`config.mk`:
```
export PLATFORM = sky130hd
export DESIGN_NAME = game_controller
export DESIGN_NICKNAME = d
export VERILOG_FILES = /design/src/rtl/game_controller.sv
export SDC_FILE = /design/constraint.sdc
export NUM_CORES = 1
export LEC_CHECK = 0
export ABC_CLOCK_PERIOD_IN_PS = 3050
export CAP_MARGIN = 30
export CELL_PAD_IN_SITES_DETAIL_PLACEMENT = 1
export CELL_PAD_IN_SITES_GLOBAL_PLACEMENT = 1
export CORE_AREA = 10 10 94 96
export DETAILED_ROUTE_END_ITERATION = 8
export DIE_AREA = 0 0 104 106
export PLACE_DENSITY = 0.85
export SKIP_CTS_REPAIR_TIMING = 1
export SLEW_MARGIN = 15
export SYNTH_ARGS = -nofsm -noshare
export SYNTH_HDL_FRONTEND = slang
export SYNTH_SLANG_ARGS = --single-unit
export TNS_END_PERCENT = 10
```
`constraint.sdc`:
```
create_clock -name game_clk -period 3.05 [get_ports game_clk]
set_input_delay 0.7625 -clock game_clk [delete_from_list [all_inputs] [get_ports game_clk]]
set_output_delay 0.7625 -clock game_clk [all_outputs]
set_load 0.05 [all_outputs]
```
`src/rtl/game_controller.sv`:
```
// Game sequencing for a one-button box-and-pipe game: tick divider, collision and
// scoring checks, and the IDLE -> PLAYING -> DYING -> OVER flow.
module game_controller #(
  parameter int TICK_DIV  = 833333,
  parameter int BOX_X     = 20,
  parameter int BOX_H     = 4,
  parameter int PIPE_W    = 10,
  parameter int FLOOR_Y   = 116,
  parameter int DEAD_HOLD = 30
) (
  input  logic       game_clk,
  input  logic       reset,
  input  logic       btn,
  input  logic [6:0] box_y,
  input  logic [7:0] pipe_x,
  input  logic [6:0] gap_top,
  input  logic [6:0] gap_bottom,
  output logic       tick,
  output logic       tap,
  output logic       box_reset,
  output logic [1:0] state,
  output logic [7:0] score,
  output logic       game_over
);

  localparam int CW = (TICK_DIV > 1) ? $clog2(TICK_DIV) : 1;
  localparam int DW = (DEAD_HOLD > 0) ? $clog2(DEAD_HOLD + 1) : 1;

  typedef enum logic [1:0] {
    IDLE    = 2'd0,
    PLAYING = 2'd1,
    DYING   = 2'd2,
    OVER    = 2'd3
  } state_t;

  state_t cur_state, nxt_state;
  logic [CW-1:0] div_cnt, div_nxt;
  logic [DW-1:0] dead_cnt, dead_nxt;
  logic [7:0] score_nxt;
  logic btn_q, btn_rise;
  logic tick_nxt, tap_nxt, box_reset_nxt;
  logic [8:0] box_bot, pipe_end;
  logic overlap, hit, pass, running;

  assign btn_rise = btn & ~btn_q;
  assign state    = cur_state;

  // Collision geometry is widened to 9 bits so no sum can wrap.
  assign box_bot  = {2'b00, box_y} + 9'(BOX_H) - 9'd1;
  assign pipe_end = {1'b0, pipe_x} + 9'(PIPE_W);
  assign overlap  = ({1'b0, pipe_x} <= 9'(BOX_X)) && (pipe_end > 9'(BOX_X));
  assign hit      = ({2'b00, box_y} >= 9'(FLOOR_Y)) ||
                    (overlap && ((box_y < gap_top) || (box_bot > {2'b00, gap_bottom})));
  assign pass     = (pipe_end == 9'(BOX_X));
  assign running  = (cur_state == PLAYING) || (cur_state == DYING);

  // Decisions on "tick" use the registered pulse, so collision and scoring act
  // on the box/pipe values present during the tick cycle.
  always_comb begin
    nxt_state     = cur_state;
    div_nxt       = div_cnt;
    dead_nxt      = dead_cnt;
    score_nxt     = score;
    tick_nxt      = 1'b0;
    tap_nxt       = 1'b0;
    box_reset_nxt = 1'b0;
    if (running) begin
      tick_nxt = (div_cnt == CW'(TICK_DIV - 1));
      div_nxt  = tick_nxt ? '0 : div_cnt + CW'(1);
    end
    case (cur_state)
      IDLE: begin
        if (btn_rise) begin
          nxt_state     = PLAYING;
          box_reset_nxt = 1'b1;
          score_nxt     = 8'd0;
          div_nxt       = '0;
        end
      end
      PLAYING: begin
        tap_nxt = btn_rise;
        if (tick) begin
          if (hit) begin
            nxt_state = DYING;
            dead_nxt  = '0;
          end else if (pass && (score != 8'hFF)) begin
            score_nxt = score + 8'd1;
          end
        end
      end
      DYING: begin
        if (tick) begin
          dead_nxt = dead_cnt + DW'(1);
          if (dead_nxt == DW'(DEAD_HOLD)) nxt_state = OVER;
        end
      end
      OVER: begin
        if (btn_rise) nxt_state = IDLE;
      end
      default: nxt_state = IDLE;
    endcase
  end

  always_ff @(posedge game_clk or posedge reset) begin
    if (reset) begin
      cur_state <= IDLE;
      div_cnt   <= '0;
      dead_cnt  <= '0;
      score     <= 8'd0;
      btn_q     <= 1'b0;
      tick      <= 1'b0;
      tap       <= 1'b0;
      box_reset <= 1'b0;
      game_over <= 1'b0;
    end else begin
      cur_state <= nxt_state;
      div_cnt   <= div_nxt;
      dead_cnt  <= dead_nxt;
      score     <= score_nxt;
      btn_q     <= btn;
      tick      <= tick_nxt;
      tap       <= tap_nxt;
      box_reset <= box_reset_nxt;
      game_over <= (nxt_state == OVER);
    end
  end

endmodule
```
### Word level (Yosys, flattened, before mapping)

Cells that the tools add are included.

| word-level totals | value |
|---|---|
| word-level logic and storage cells | 71 |
| output and inout bits | 14 |
| flip-flop bits (word level) | 40 |
| input bits | 32 |

| cells by class | value |
|---|---|
| order comparisons | 5 |
| equality and inequality tests | 14 |
| bitwise gates (word level) | 2 |
| multiplexer cells | 24 |
| reductions and logical operators | 11 |
| $add $sub $neg | 6 |

Operators by type and width:

| kind | count |
|---|---|
| two-way mux 20 bit | 4 |
| two-way mux 8 bit | 4 |
| adder 20 x 1 -> 20 bit, second input constant | 1 |
| equality test 20 bit, second input constant | 1 |
| one-hot mux 8 bit (2 select lines) | 1 |
| two-way mux 5 bit | 3 |
| two-way mux 2 bit | 6 |
| inequality test 2 bit, second input constant | 5 |
| one-hot mux 5 bit (2 select lines) | 1 |
| adder 8 x 4 -> 9 bit, second input constant | 1 |
| equality test 9 x 5 -> 1 bit, second input constant | 1 |
| greater-than comparator 9 x 5 -> 1 bit, second input constant | 1 |
| greater-than comparator 9 x 7 -> 1 bit | 1 |
| subtractor 8 x 1 -> 9 bit, second input constant | 1 |
| adder 7 x 3 -> 8 bit, second input constant | 1 |
| adder 8 x 1 -> 8 bit, second input constant | 1 |
| <= comparator 8 x 5 -> 1 bit, second input constant | 1 |
| inequality test 8 bit, second input constant | 1 |
| one-hot mux 2 bit (4 select lines) | 1 |
| greater-or-equal comparator 7 bit, second input constant | 1 |
| < comparator 7 bit | 1 |
| equality test 2 bit, second input constant | 3 |
| adder 5 x 1 -> 5 bit, second input constant | 1 |
| equality test 5 bit, second input constant | 1 |
| 11 further kinds | 19 |

### Depth between registers and ports, before layout

| logic depth | value |
|---|---|
| word-level depth | 10 |
| depth in mapped cells | 12 |
| depth with buffers taken out | 12 |

### Worst setup path before layout

No wires, ideal clock.

| path | value |
|---|---|
| path type | in2reg |
| start | in box_y[0] |
| end | reg dead_cnt[4] |
| setup time | 125 ps |
| slack | 32 ps |
| data required time | 2925 ps |
| arrival | 2894 ps |
| stages | 12 |
| buffers on the path | 0 |
| path through | inv_1 > ha_1 > nor2_1 > nand3_1 > xnor2_1 > ha_1 > a211oi_1 > o211a_1 > a21oi_1 > o31ai_1 > or2_2 > mux2_2 |

| between the ends | value |
|---|---|
| cells in the longest elaborated chain, start to end | 8 |
| elaborated cells on any way between the ends | 10 |
| classes of those cells | add/sub: 2; order compare: 3; eq/ne: 1; reduce/logical: 4 |

RTL lines:

| what | line | text |
|---|---|---|
| start: declaration | 14 | `input logic [6:0] box_y,` |
| adder 7 x 3 -> 8 bit | 49 | `assign box_bot = {2'b00, box_y} + 9'(BOX_H) - 9'd1;` |
| subtractor 8 x 1 -> 9 bit | 49 |  |
| greater-than comparator 9 x 7 -> 1 bit | 53 | `(overlap && ((box_y < gap_top) \|\| (box_bot > {2'b00, gap_bottom})));` |
| logical OR 1 bit | 53 |  |
| logical AND 1 bit | 53 |  |
| logical OR 1 bit (*) | 52 | `assign hit = ({2'b00, box_y} >= 9'(FLOOR_Y)) \|\|` |
| inequality test 2 bit (no source line) (*) | n/a |  |
| AND reduction 4 bit (no source line) (*) | n/a |  |
| end signal: assignment | 118 | `dead_cnt <= dead_nxt;` |
| end: declaration | 38 | `logic [DW-1:0] dead_cnt, dead_nxt;` |

Every way passes the cells marked *; elsewhere a longest branch is shown, timed or not.
A chain may end at the register's enable or synchronous reset.

### Worst setup path in the final report

| path | value |
|---|---|
| start | in pipe_x[0] |
| end | reg score[5] |

| between the ends | value |
|---|---|
| cells in the longest elaborated chain, start to end | 7 |
| elaborated cells on any way between the ends | 11 |
| classes of those cells | add/sub: 1; order compare: 2; eq/ne: 3; reduce/logical: 5 |

RTL lines:

| what | line | text |
|---|---|---|
| start: declaration | 15 | `input logic [7:0] pipe_x,` |
| adder 8 x 4 -> 9 bit | 50 | `assign pipe_end = {1'b0, pipe_x} + 9'(PIPE_W);` |
| greater-than comparator 9 x 5 -> 1 bit | 51 | `assign overlap = ({1'b0, pipe_x} <= 9'(BOX_X)) && (pipe_end > 9'(BOX_X));` |
| logical AND 1 bit | 51 |  |
| logical AND 1 bit | 53 |  |
| logical OR 1 bit | 52 |  |
| inequality test 2 bit (no source line) | n/a |  |
| AND reduction 5 bit (no source line) (*) | n/a |  |
| end signal: assignment | 119 | `score <= score_nxt;` |
| end: declaration | 22 | `output logic [7:0] score,` |

Marks and branches as above.

==> impl_metrics.tcl <==
set metrics [dict create \
    final_common_cell "dfrtp_1" \
    drv_cap 0 \
    placed_area_mm2 0.00345 \
    track_usage_pct 13.5 \
    syn_inst 305 \
    clock-sinks 40 \
    wl_per_cell_um 16.2 \
    antenna_found_initial 0 \
    row_count 31 \
    initial_core_util_pct 38.5 \
    vias_per_cell 5.22 \
    combPwrFrac_pct 35.8 \
    drive_above_1_share_pct 13.8 \
    ios 46 \
    cts_tree "yes" \
    hold_depth 1 \
    grt_pass1_vias 2650 \
    critPathLaunchType "primary input" \
    vias 2488 \
    hold_end "dead_cnt[4]$_DFFE_PP0P_" \
    dp_hpwl_um 5870 \
    postSynthAreaPerCell_um2 8.92 \
    dieArea_mm2 0.0110 \
    pre_cts_ws_ps -612 \
    switching_share_pct 37.7 \
    skew_ps 8.58 \
    intPower_w 0.00114 \
    hp-start "dead_cnt[4]$_DFFE_PP0P_" \
    fin_crit_sh_pct 95.4 \
    p_clk_share_pct 18.5 \
    required_ps 3240 \
    report.final.slew_viol_count 0 \
    fmax_mhz 344 \
    ctsLongestPathBuffers 2 \
    crit_arrival_ps 3100 \
    power.density_mw_per_mm2 501 \
    reg2reg_to "score[5]$_DFFE_PP0P_" \
    synth_compound_area_share_pct 13.6 \
    stdcell_area_mm2 0.00365 \
    synth-simple-area-share_pct 21.1 \
    cp-end-kind "register" \
    p_leak_nw 1.69 \
    synthAdderAreaFrac_pct 11.5 \
    grt_max_degree 41 \
    cts_buffers 5 \
    worstMarginPinSlew_ps 551 \
    yosysTopAreaCell "dfrtp_1" \
    antennaDiodeCount 0 \
    clock_latency_ps 300 \
    fillerInstances 841 \
    synth_xor_area_share_pct 11.3 \
    ys.flop_type "dfrtp_1" \
    firstDrtPassIters 4 \
    setup_slack_ps 141 \
    synthDistinctLibCells 46 \
    wirelength_um 7750 \
    synth_top_family_by_area "simple AND/OR/NAND/NOR gates" \
    nets 435 \
    status "complete, no violations" \
    fin_util_pct 51.6 \
    seq_area_frac_synth_pct 36.8 \
    clkTransAtPathRegs_ps 80 \
    layout_common_cells "dfrtp_1 (40), clkdlybuf4s50_1 (38), nor2_1 (37)" \
    worst-path-max-fanout 6 \
    synth_top_area_share_pct 36.8 \
    synth_edf_count 0 \
    drc_errors 0 \
    grt_pass1_wl_um 12800 \
    grt_remaining_overflow 0 \
    setup_violations 0 \
    seqPwrFrac_pct 45.7 \
    syn_area_mm2 0.00272 \
    ys_ff_latch 40 \
    cts_max_level 2 \
    final_hold_viol_count 0 \
    io_buffers 45 \
    synth_area_leaders "dfrtp_1 (37%), ha_1 (11%), xnor2_1 (6.1%)" \
    ys_warn_count 0 \
    synth_mux_area_share_pct 0.782 \
    worstReg2RegStart "state[1]$_DFF_PP0_" \
    period_needed_ps 2910 \
    r2r_setup_slack_ps 550 \
    syn_nets 362 \
    ir_drop_v 0.000313 \
    async_flop_share_pct 100 \
    drt-initial-drc-count 52 \
    instances_no_fill 477 \
    hold_path.class "register to register" \
    p_sw_w 0.000690 \
    relSlewSlack_pct 62.9 \
    critPathKind "primary input to register" \
    die_y_um 106 \
    core_mm2 0.00706 \
    die_w_um 104 \
    drtAntennaViolNets 0 \
    hold_ws_ps 550 \
    worstRegToRegCells 9 \
    gp_congestion 0.846 \
    dp_cells 468 \
    rsz0062_at_grt "false" \
    area_growth_pct 34.0 \
    root_buffer "clkbuf_8" \
]
how the worst max path moves through the flow:
stage                                    endpoint  startpoint  slack, ps
after floorplan           dead_cnt[4]$_DFFE_PP0P_    box_y[0]         30
after global placement    dead_cnt[4]$_DFFE_PP0P_    box_y[0]       -460
after detailed placement  dead_cnt[3]$_DFFE_PP0P_    box_y[0]       -610
after CTS                 dead_cnt[4]$_DFFE_PP0P_    box_y[0]       -320
after global routing         score[5]$_DFFE_PP0P_   pipe_x[0]         60
final                        score[5]$_DFFE_PP0P_   pipe_x[0]        140
flip-flops by register name, summed over array words and instances (netlist names):
name / count
div_cnt: 20
tap: 1
tick: 1
state: 2
game_over: 1
dead_cnt: 5
btn_q: 1
score: 8
box_reset: 1
Yosys cell counts, types with 2 or more instances:
cell	n
a21oi_1	8
nor2b_1	4
nor4_1	4
dfrtp_1	40
a211oi_1	2
o22ai_1	3
nand3_1	19
xnor2_1	19
a2111o_1	2
o21ai_0	8
nor3_1	4
inv_1	29
nor2_1	38
clkbuf_1	4
o21a_1	2
a21o_1	3
o31ai_1	7
xor2_1	16
and3_1	4
nand2_1	21
and2_1	4
a31oi_1	2
nand4_1	8
ha_1	25
nand2b_1	3
or2_2	4
a211oi_2	2
a211o_1	2
routing by layer:
layer | global-route usage (%) | vias up | wire length [um]
met5 | 0 | - | 0
met4 | 2.39 | 0 | 58
met3 | 3.14 | 7 | 202
met2 | 24.5 | 43 | 4040
met1 | 16.0 | 1233 | 3440
li1 | - | 1205 | -
through the flow:
| step | power, W | setup TNS (ps) |
|---|---|---|
| floorplan | 0.00123 | 0 |
| global placement | 0.00143 | -5480 |
| detailed placement | 0.00148 | -7040 |
| CTS | 0.00182 | -2230 |
| global route | 0.00198 | 0 |
| finish | 0.00183 | 0 |
layout make-up:
class	count	area [um^2]	area share, %
inverters	29	109	2.99
well taps	99	124	3.40
repair buffers	71	667	18.3
flip-flops and latches	40	1000	27.5
multi-input cells	231	1670	45.7
clock inverters	1	5.00	0.137
clock buffers	6	72.6	1.99
power by group through the flow:
stage | logic [W] | registers (W) | clock network, W
after detailed placement | 0.000633 | 0.000844 | 0
after floorplan | 0.000387 | 0.000846 | 0
after global placement | 0.000596 | 0.000835 | 0
after global routing | 0.000742 | 0.000864 | 0.000376
final | 0.000654 | 0.000836 | 0.000338
after CTS | 0.000636 | 0.000836 | 0.000348
kinds of logic after synthesis:
logic type / count (synthesis)
muxes: 2
buffers and inverters: 34
xor gates and xnor gates: 35
AOI/OAI and AO/OA: 51
and+or+nand+nor: 118
DFF: 40
adders and majority gates: 25
critical path, cell delays in order:
cell             delay (ps)
clkdlybuf4s50_1         420
or4b_4                  540
a2111o_1                290
or4_4                   530
buf_6                   150
a211oi_2                210
xnor2_1                 140
nor2_1                   50
(Power assumes the default switching activity.)
